## src/rtl/dma_apb_pkg.sv

```systemverilog
// Shared types for the DMA stream-side APB master.
package dma_apb_pkg;

  typedef enum logic [1:0] {
    APB_IDLE   = 2'd0,
    APB_SETUP  = 2'd1,
    APB_ACCESS = 2'd2
  } apb_state_e;

endpackage

```

## src/rtl/dma_apb_stream_master_if.sv

```systemverilog
// APB bus bundle between the DMA stream master and its slave.
interface dma_apb_stream_master_if #(
  parameter int ADDR_WIDTH = 16,
  parameter int DATA_WIDTH = 32
);
  logic                  psel;
  logic                  penable;
  logic                  pwrite;
  logic [ADDR_WIDTH-1:0] paddr;
  logic [DATA_WIDTH-1:0] pwdata;
  logic                  pready;
  logic                  pslverr;
  logic [DATA_WIDTH-1:0] prdata;

  modport master (
    output psel, penable, pwrite, paddr, pwdata,
    input  pready, pslverr, prdata
  );

  modport slave (
    input  psel, penable, pwrite, paddr, pwdata,
    output pready, pslverr, prdata
  );
endinterface

```

## src/rtl/dma_rr_arbiter.sv

```systemverilog
// Round-robin picker: the first requester strictly after i_ptr wins,
// wrapping from NUM_CH-1 back to 0.
module dma_rr_arbiter #(
  parameter int NUM_CH = 4,
  localparam int CH_W  = $clog2(NUM_CH)
) (
  input  logic [NUM_CH-1:0] i_req,
  input  logic [CH_W-1:0]   i_ptr,
  output logic [NUM_CH-1:0] o_grant_oh,
  output logic [CH_W-1:0]   o_grant_idx,
  output logic              o_any
);

  logic [CH_W-1:0] w_cand;

  // Scan from the farthest candidate to the nearest so the nearest hit overwrites.
  always_comb begin
    w_cand      = '0;
    o_grant_idx = '0;
    o_any       = 1'b0;
    for (int off = NUM_CH; off >= 1; off--) begin
      w_cand = CH_W'((int'(i_ptr) + off) % NUM_CH);
      if (i_req[w_cand]) begin
        o_grant_idx = w_cand;
        o_any       = 1'b1;
      end
    end
  end

  assign o_grant_oh = o_any ? (NUM_CH'(1) << o_grant_idx) : '0;

endmodule

```

## src/rtl/dma_apb_stream_master.sv

```systemverilog
// N-channel round-robin APB master for the DMA stream side.
// Optional ACCESS-phase watchdog: define DMA_APB_TIMEOUT_EN.
//
// state      | meaning
// APB_IDLE   | bus idle; arbitrate, ack requests that arrive already aborted
// APB_SETUP  | psel=1, penable=0 for one cycle
// APB_ACCESS | psel=1, penable=1; wait for pready (or watchdog expiry)
module dma_apb_stream_master
  import dma_apb_pkg::*;
#(
  parameter int NUM_CH         = 4,
  parameter int ADDR_WIDTH     = 16,
  parameter int DATA_WIDTH     = 32,
  parameter int TIMEOUT_CYCLES = 255
) (
  input  logic                                 aclk,
  input  logic                                 anreset,
  input  logic                                 aenable,
  input  logic [NUM_CH-1:0]                    i_req,
  input  logic [NUM_CH-1:0]                    i_write,
  input  logic [NUM_CH-1:0]                    i_abort,
  input  logic [NUM_CH-1:0][ADDR_WIDTH-1:0]    i_addr,
  input  logic [NUM_CH-1:0][DATA_WIDTH-1:0]    i_wdata,
  output logic [NUM_CH-1:0]                    o_done,
  output logic [NUM_CH-1:0]                    o_err,
  output logic [NUM_CH-1:0]                    o_abort_ack,
  output logic [DATA_WIDTH-1:0]                o_rdata,
  output logic                                 o_busy,
  dma_apb_stream_master_if.master              apb
);

  localparam int CH_W = $clog2(NUM_CH);

  if (NUM_CH < 2) begin : g_bad_num_ch
    $error("dma_apb_stream_master: NUM_CH must be at least 2");
  end
  if (TIMEOUT_CYCLES < 1) begin : g_bad_timeout
    $error("dma_apb_stream_master: TIMEOUT_CYCLES must be at least 1");
  end

  apb_state_e            r_state;
  logic [CH_W-1:0]       r_ptr;
  logic [CH_W-1:0]       r_gnt;
  logic [NUM_CH-1:0]     r_gnt_oh;
  logic                  r_abort;
  logic                  r_psel;
  logic                  r_penable;
  logic                  r_pwrite;
  logic [ADDR_WIDTH-1:0] r_paddr;
  logic [DATA_WIDTH-1:0] r_pwdata;
  logic [NUM_CH-1:0]     r_done;
  logic [NUM_CH-1:0]     r_err;
  logic [NUM_CH-1:0]     r_abort_ack;
  logic [DATA_WIDTH-1:0] r_rdata;

  logic [NUM_CH-1:0]     w_pulsed;
  logic [NUM_CH-1:0]     w_cand_req;
  logic [NUM_CH-1:0]     w_idle_abort;
  logic [NUM_CH-1:0]     w_grant_oh;
  logic [CH_W-1:0]       w_grant_idx;
  logic                  w_grant_any;
  logic                  w_abort_now;
  logic                  w_expire;
  logic                  w_finish;
  logic                  w_fin_err;

  // A channel whose pulse is out this cycle still shows i_req; mask it so it
  // is neither granted nor acked a second time.
  assign w_pulsed     = r_done | r_abort_ack;
  assign w_cand_req   = i_req & ~i_abort & ~w_pulsed;
  assign w_idle_abort = i_req & i_abort & ~w_pulsed;
  assign w_abort_now  = r_abort | i_abort[r_gnt];

  dma_rr_arbiter #(.NUM_CH(NUM_CH)) u_arb (
    .i_req       (w_cand_req),
    .i_ptr       (r_ptr),
    .o_grant_oh  (w_grant_oh),
    .o_grant_idx (w_grant_idx),
    .o_any       (w_grant_any)
  );

`ifdef DMA_APB_TIMEOUT_EN
  localparam int TCNT_W = $clog2(TIMEOUT_CYCLES + 1);
  logic [TCNT_W-1:0] r_tcnt;

  // ACCESS watchdog: reloaded in SETUP, counts down each stalled ACCESS cycle.
  always_ff @(posedge aclk or negedge anreset) begin
    if (!anreset) begin
      r_tcnt <= '0;
    end else if (r_state == APB_SETUP) begin
      r_tcnt <= TCNT_W'(TIMEOUT_CYCLES - 1);
    end else if (r_state == APB_ACCESS && !apb.pready && r_tcnt != '0) begin
      r_tcnt <= r_tcnt - 1'b1;
    end
  end

  assign w_expire = (r_state == APB_ACCESS) && !apb.pready && (r_tcnt == '0);
`else
  assign w_expire = 1'b0;
`endif

  // pready wins over a coincident expiry; expiry alone reports an error.
  assign w_finish  = (r_state == APB_ACCESS) && (apb.pready || w_expire);
  assign w_fin_err = apb.pready ? apb.pslverr : 1'b1;

  // Transfer sequencer with registered bus and pulse outputs.
  always_ff @(posedge aclk or negedge anreset) begin
    if (!anreset) begin
      r_state     <= APB_IDLE;
      r_ptr       <= CH_W'(NUM_CH - 1);
      r_gnt       <= '0;
      r_gnt_oh    <= '0;
      r_abort     <= 1'b0;
      r_psel      <= 1'b0;
      r_penable   <= 1'b0;
      r_pwrite    <= 1'b0;
      r_paddr     <= '0;
      r_pwdata    <= '0;
      r_done      <= '0;
      r_err       <= '0;
      r_abort_ack <= '0;
      r_rdata     <= '0;
    end else begin
      r_done      <= '0;
      r_err       <= '0;
      r_abort_ack <= '0;
      case (r_state)
        APB_IDLE: begin
          r_abort_ack <= w_idle_abort;
          if (aenable && w_grant_any) begin
            r_gnt    <= w_grant_idx;
            r_gnt_oh <= w_grant_oh;
            r_ptr    <= w_grant_idx;
            r_paddr  <= i_addr[w_grant_idx];
            r_pwdata <= i_wdata[w_grant_idx];
            r_pwrite <= i_write[w_grant_idx];
            r_psel   <= 1'b1;
            r_abort  <= 1'b0;
            r_state  <= APB_SETUP;
          end
        end
        APB_SETUP: begin
          r_penable <= 1'b1;
          r_abort   <= w_abort_now;
          r_state   <= APB_ACCESS;
        end
        APB_ACCESS: begin
          if (w_finish) begin
            r_psel    <= 1'b0;
            r_penable <= 1'b0;
            r_abort   <= 1'b0;
            r_state   <= APB_IDLE;
            if (w_abort_now) begin
              r_abort_ack <= r_gnt_oh;
            end else begin
              r_done <= r_gnt_oh;
              r_err  <= w_fin_err ? r_gnt_oh : '0;
              if (apb.pready && !r_pwrite) begin
                r_rdata <= apb.prdata;
              end
            end
          end else begin
            r_abort <= w_abort_now;
          end
        end
        default: r_state <= APB_IDLE;
      endcase
    end
  end

  assign apb.psel    = r_psel;
  assign apb.penable = r_penable;
  assign apb.pwrite  = r_pwrite;
  assign apb.paddr   = r_paddr;
  assign apb.pwdata  = r_pwdata;
  assign o_done      = r_done;
  assign o_err       = r_err;
  assign o_abort_ack = r_abort_ack;
  assign o_rdata     = r_rdata;
  assign o_busy      = (r_state != APB_IDLE);

endmodule

```

## src/flat_wrapper.sv

```systemverilog
// flat-port wrapper written by rule: the top's interface ports become plain ports
module dma_apb_stream_master_flat import dma_apb_pkg::*;
#(
  parameter int NUM_CH         = 4,
  parameter int ADDR_WIDTH     = 16,
  parameter int DATA_WIDTH     = 32,
  parameter int TIMEOUT_CYCLES = 255
)
  (aclk, anreset, aenable, i_req, i_write, i_abort, i_addr, i_wdata, o_done, o_err, o_abort_ack, o_rdata, o_busy, apb_psel, apb_penable, apb_pwrite, apb_paddr, apb_pwdata, apb_pready, apb_pslverr, apb_prdata);
  dma_apb_stream_master_if #(.ADDR_WIDTH(ADDR_WIDTH), .DATA_WIDTH(DATA_WIDTH)) apb_i ();
  input  logic aclk;
  input  logic anreset;
  input  logic aenable;
  input  logic [NUM_CH-1:0] i_req;
  input  logic [NUM_CH-1:0] i_write;
  input  logic [NUM_CH-1:0] i_abort;
  input  logic [NUM_CH-1:0][ADDR_WIDTH-1:0] i_addr;
  input  logic [NUM_CH-1:0][DATA_WIDTH-1:0] i_wdata;
  output logic [NUM_CH-1:0] o_done;
  output logic [NUM_CH-1:0] o_err;
  output logic [NUM_CH-1:0] o_abort_ack;
  output logic [DATA_WIDTH-1:0] o_rdata;
  output logic o_busy;
  output wire logic [$bits(apb_i.psel)-1:0] apb_psel;
  output wire logic [$bits(apb_i.penable)-1:0] apb_penable;
  output wire logic [$bits(apb_i.pwrite)-1:0] apb_pwrite;
  output wire logic [$bits(apb_i.paddr)-1:0] apb_paddr;
  output wire logic [$bits(apb_i.pwdata)-1:0] apb_pwdata;
  input wire logic [$bits(apb_i.pready)-1:0] apb_pready;
  input wire logic [$bits(apb_i.pslverr)-1:0] apb_pslverr;
  input wire logic [$bits(apb_i.prdata)-1:0] apb_prdata;
  assign apb_psel = apb_i.psel;
  assign apb_penable = apb_i.penable;
  assign apb_pwrite = apb_i.pwrite;
  assign apb_paddr = apb_i.paddr;
  assign apb_pwdata = apb_i.pwdata;
  assign apb_i.pready = apb_pready;
  assign apb_i.pslverr = apb_pslverr;
  assign apb_i.prdata = apb_prdata;
  dma_apb_stream_master #(.NUM_CH(NUM_CH), .ADDR_WIDTH(ADDR_WIDTH), .DATA_WIDTH(DATA_WIDTH), .TIMEOUT_CYCLES(TIMEOUT_CYCLES)) u_core (.aclk(aclk), .anreset(anreset), .aenable(aenable), .i_req(i_req), .i_write(i_write), .i_abort(i_abort), .i_addr(i_addr), .i_wdata(i_wdata), .o_done(o_done), .o_err(o_err), .o_abort_ack(o_abort_ack), .o_rdata(o_rdata), .o_busy(o_busy), .apb(apb_i));
endmodule
```

## config.mk

```make
export PLATFORM = sky130hd
export DESIGN_NAME = dma_apb_stream_master_flat
export DESIGN_NICKNAME = d
export VERILOG_FILES = /design/src/rtl/dma_apb_pkg.sv /design/src/rtl/dma_apb_stream_master_if.sv /design/src/rtl/dma_rr_arbiter.sv /design/src/rtl/dma_apb_stream_master.sv /design/src/flat_wrapper.sv
export SDC_FILE = /design/constraint.sdc
export NUM_CORES = 1
export LEC_CHECK = 0
export ABC_AREA = 1
export BUFFER_PORTS_ARGS = -buffer_cell sky130_fd_sc_hd__buf_2
export CORE_MARGIN = 5
export CORE_UTILIZATION = 45
export CTS_CLUSTER_SIZE = 40
export DETAILED_ROUTE_END_ITERATION = 10
export PLACE_DENSITY = 0.8
export SYNTH_ARGS = -nofsm -noshare
export SYNTH_HDL_FRONTEND = slang
export SYNTH_SLANG_ARGS = --single-unit
```

## constraint.sdc

```tcl
create_clock -name aclk -period 3.1 [get_ports aclk]
set_input_delay 0.465 -clock aclk [delete_from_list [all_inputs] [get_ports aclk]]
set_output_delay 0.465 -clock aclk [all_outputs]
set_load 0.02 [all_outputs]
```

==> reports/qor.csv <==
stage;metric;value;unit
status;status;finished clean;
global_routing;GRT Total Usage;0.2463;
yosys;sequential area share after synthesis;0.4085;
setup_path;Critical Path Fanout Max;50;
timing;Final period util;0.7633;
timing;Pins Over Slew Limit;0;
routing;drt wl/cell;14.81;um
setup_path;Critical Path Start Type;register;
timing;Max Clk Rate;422.6;MHz
timing;Min Hold Slack;175.7;ps
timing;relative slew slack;0.5049;
yosys;post-synthesis xor/xnor area fraction;0.001347;
setup_path;Crit. End Element;register;
die;Rows;44;
placement;dpl hpwl;16470;um
timing;Slew @ Worst Pin;742.7;ps
global_routing;GR Overflow Total;0;
cts;CTS tree;yes;
placement;Placer Congestion;0.8917;
setup_path;r2r setup slk;730;ps
cts;CTS Hold Bufs;0;
yosys;Mapped Cells;969;
cts;H-tree Lvls;3;
final_layout;layout cell share with drive strength beyond 1;0.3226;
yosys;Post-Synth Adder-Cell Area;0.007700;
yosys;library cells used by synthesis;28;
yosys;area fraction in and, or, nand and nor cells after synthesis;0.3998;
routing;Post-DRT Antenna Nets;0;
final_layout;sequential cell area;2655;um^2
setup_path;Arr. time, crit path;2600;ps
routing;vias per inst;4.952;
die;CORE AREA;14370;um^2
die;die span in y;130.2;um
cts;Reg clk slew, reported paths;80;ps
yosys;Post-synth EDFFs;0;
cts;CTS root buffer;clkbuf_16;
yosys;complex-gate fraction of the synthesized area;0.01482;
die;starting density of the core;0.4524;
die;Ports;337;
pwr;Peak VDD IR;0.0004182;V
global_routing;largest net degree at the start of global routing;99;
timing;RSZ-0062 raised after global routing;false;
final_layout;Final nets;1517;
min_path;worst min path class;in -> async;
yosys;ys async rst share;1.000;
final_layout;post-layout util;0.6015;
global_routing;vias in the first global route;6830;
timing;Worst Skew;9.502;ps
pwr;pwr dens;1033;nW/um^2
routing;Initial DRC Count;508;
cts;CTS sink count;106;
timing;Fin Setup TNS;0;ps
cts;count of cells resized by post-cts repair;0;
yosys;Mapped Nets;1214;
timing;# setup viols final;0;
routing;Residual DRC;0;
final_layout;filler cell count;1374;
yosys;synthesis-stage register bit count;106;
final_layout;Syn-to-layout area delta;32.97;%
yosys;post-synthesis mux area share;0.05544;
cts;TritonCTS Buffers;9;
cts;clock buffer depth;2;
routing;via count;7245;
placement;PortBufs;336;
yosys;Most used DFF post-synth;dfrtp_1;
yosys;synthesized area;6500;um^2
setup_path;CP required;3340;ps
yosys;top cells by area, synth;dfrtp_1 40%, nand2_1 25%, nand3_1 13%;
global_routing;first-pass GRT wire length;33160;um
yosys;Synth Area per Inst;6.708;um^2
cts;worst skew pair latency;350;ps
yosys;share of the synthesized area in the top cell type;0.4004;
flow_run;maximum capacitance violations;0;
final_layout;multi-input logic area;3139;um^2
routing;Post-Route WL;21660;um
die;die extent in x;130.2;um
timing;min Tclk post-route;2366;ps
pwr;leak pwr;5.438;nW
timing;Final Hold Fails;0;
yosys;largest area contributor in the netlist;dfrtp_1;
yosys;main combinational cell family by area after synthesis;simple AND/OR/NAND/NOR gates;
die;Die ar.;16950;um^2
setup_path;Setup CP Type;reg -> reg;
routing;first drt pass iteration count;5;
global_routing;antenna violations before repair;3;
yosys;yosys warns;0;
cts;Post-CTS Setup Bufs;0;
## placed cells by master (no fill, tap or decap), types with 2 or more instances in the layout
| cell | Yosys | layout |
|---|---|---|
| o32ai_1 | 2 | 2 |
| nand2_1 | 433 | 431 |
| o21ai_0 | 11 | 11 |
| diode_2 | 0 | 2 |
| nor2_1 | 16 | 15 |
| inv_2 | 4 | 6 |
| nand4_1 | 3 | 3 |
| ha_1 | 4 | 4 |
| mux2_2 | 32 | 32 |
| nand2_2 | 3 | 4 |
| nor3_1 | 4 | 4 |
| buf_12 | 0 | 6 |
| buf_2 | 11 | 335 |
| inv_6 | 0 | 3 |
| dfstp_2 | 2 | 2 |
| clkbuf_16 | 0 | 9 |
| nor4_1 | 2 | 2 |
| inv_1 | 121 | 121 |
| nand2_4 | 1 | 2 |
| nand3_1 | 163 | 163 |
| dfrtp_1 | 104 | 104 |
| a21oi_1 | 2 | 2 |
| buf_4 | 8 | 6 |
## cell type report
class	count	area share
Inverter	127	0.05515
Multi-Input combinational cell	681	0.3632
Clock buffer	9	0.02606
Sequential cell	106	0.3072
Clock inverter	7	0.008107
Antenna cell	2	0.0005790
Tap cell	184	0.02664
Timing Repair Buffer	347	0.2131
## report_power, final
group,internal [W],total (W),switching [W]
clock,0.000569,0.00113,0.000564
combinational,0.00189,0.00549,0.00361
sequential,0.00198,0.00231,0.000330
total,0.00443,0.00893,0.00450
## synth_stat cells, types with 5 or more instances
master and number:
nand2_1 433, nand3_1 163, inv_1 121, dfrtp_1 104, mux2_2 32, clkbuf_1 30
nor2_1 16, buf_2 11, o21ai_0 11, buf_4 8, buf_1 5
## flip-flops by register name (all words and copies together) (netlist names)
name / flops
u_core.o_abort_ack: 4
u_core.r_gnt_oh: 4
u_core.apb.psel: 1
u_core.apb.paddr: 16
u_core.r_abort: 1
u_core.o_done: 4
u_core.r_gnt: 2
u_core.o_rdata: 32
u_core.o_err: 4
u_core.r_state: 2
u_core.apb.penable: 1
u_core.apb.pwrite: 1
u_core.r_ptr: 2
u_core.apb.pwdata: 32
## critical path, cell delays in order, from the launching register on
cell	delay, ps
dfrtp_1	380
nor2_1	260
nand3_1	160
nand2_1	120
nand2_1	80
nand2_1	80
inv_2	40
nand2_2	80
nand2_2	70
nand2_4	70
buf_4	430
nand3_1	160
nand3_1	120
nand2_1	60
nand2_1	60
nand2_1	50
## worst paths after layout
path,from,endpoint,depth (start not counted)
setup / recovery,u_core.o_abort_ack[3],u_core.apb.pwdata[14],15
min in group aclk,apb_prdata[16],u_core.o_rdata[16],2
hold / removal,anreset,u_core.o_abort_ack[3],1
max in group asynchronous,anreset,u_core.apb.pwdata[27],2
hold reg to reg,u_core.apb.paddr[4],u_core.apb.paddr[4],2
setup reg to reg,u_core.o_abort_ack[3],u_core.apb.pwdata[14],15
## metal layers
metal  up-vias  wire, um  track usage
li1       3589         -            -
met1      3255      8280       0.2893
met2       351     10490       0.4255
met3        48      2247      0.06672
met4         2       631       0.1009
met5         -        13            0
## metrics by stage
stage               std cells  cell area [um^2]  setup WS, ps  total power, W
global route             1463              8643         486.4        0.009773
floorplan                 969              6500          1142        0.006192
CTS                      1461              8638         746.9        0.009009
global placement         1445              8343         697.3        0.007744
detailed placement       1445              8343         620.1        0.007854
finish                   1463              8643         733.8        0.008933
## cells by family (layout without fill, tap and decap cells)
family                   after synthesis  after routing
buffers and inverters                182            490
AND/OR/NAND/NOR                      627            627
flip-flops                           106            106
adder cells (fa/ha/maj)                4              4
AO/OA/AOI/OAI                         17             17
multiplexers                          32             32
XOR/XNOR                               1              1
other                                  0              2
(Power assumes the default switching activity.)
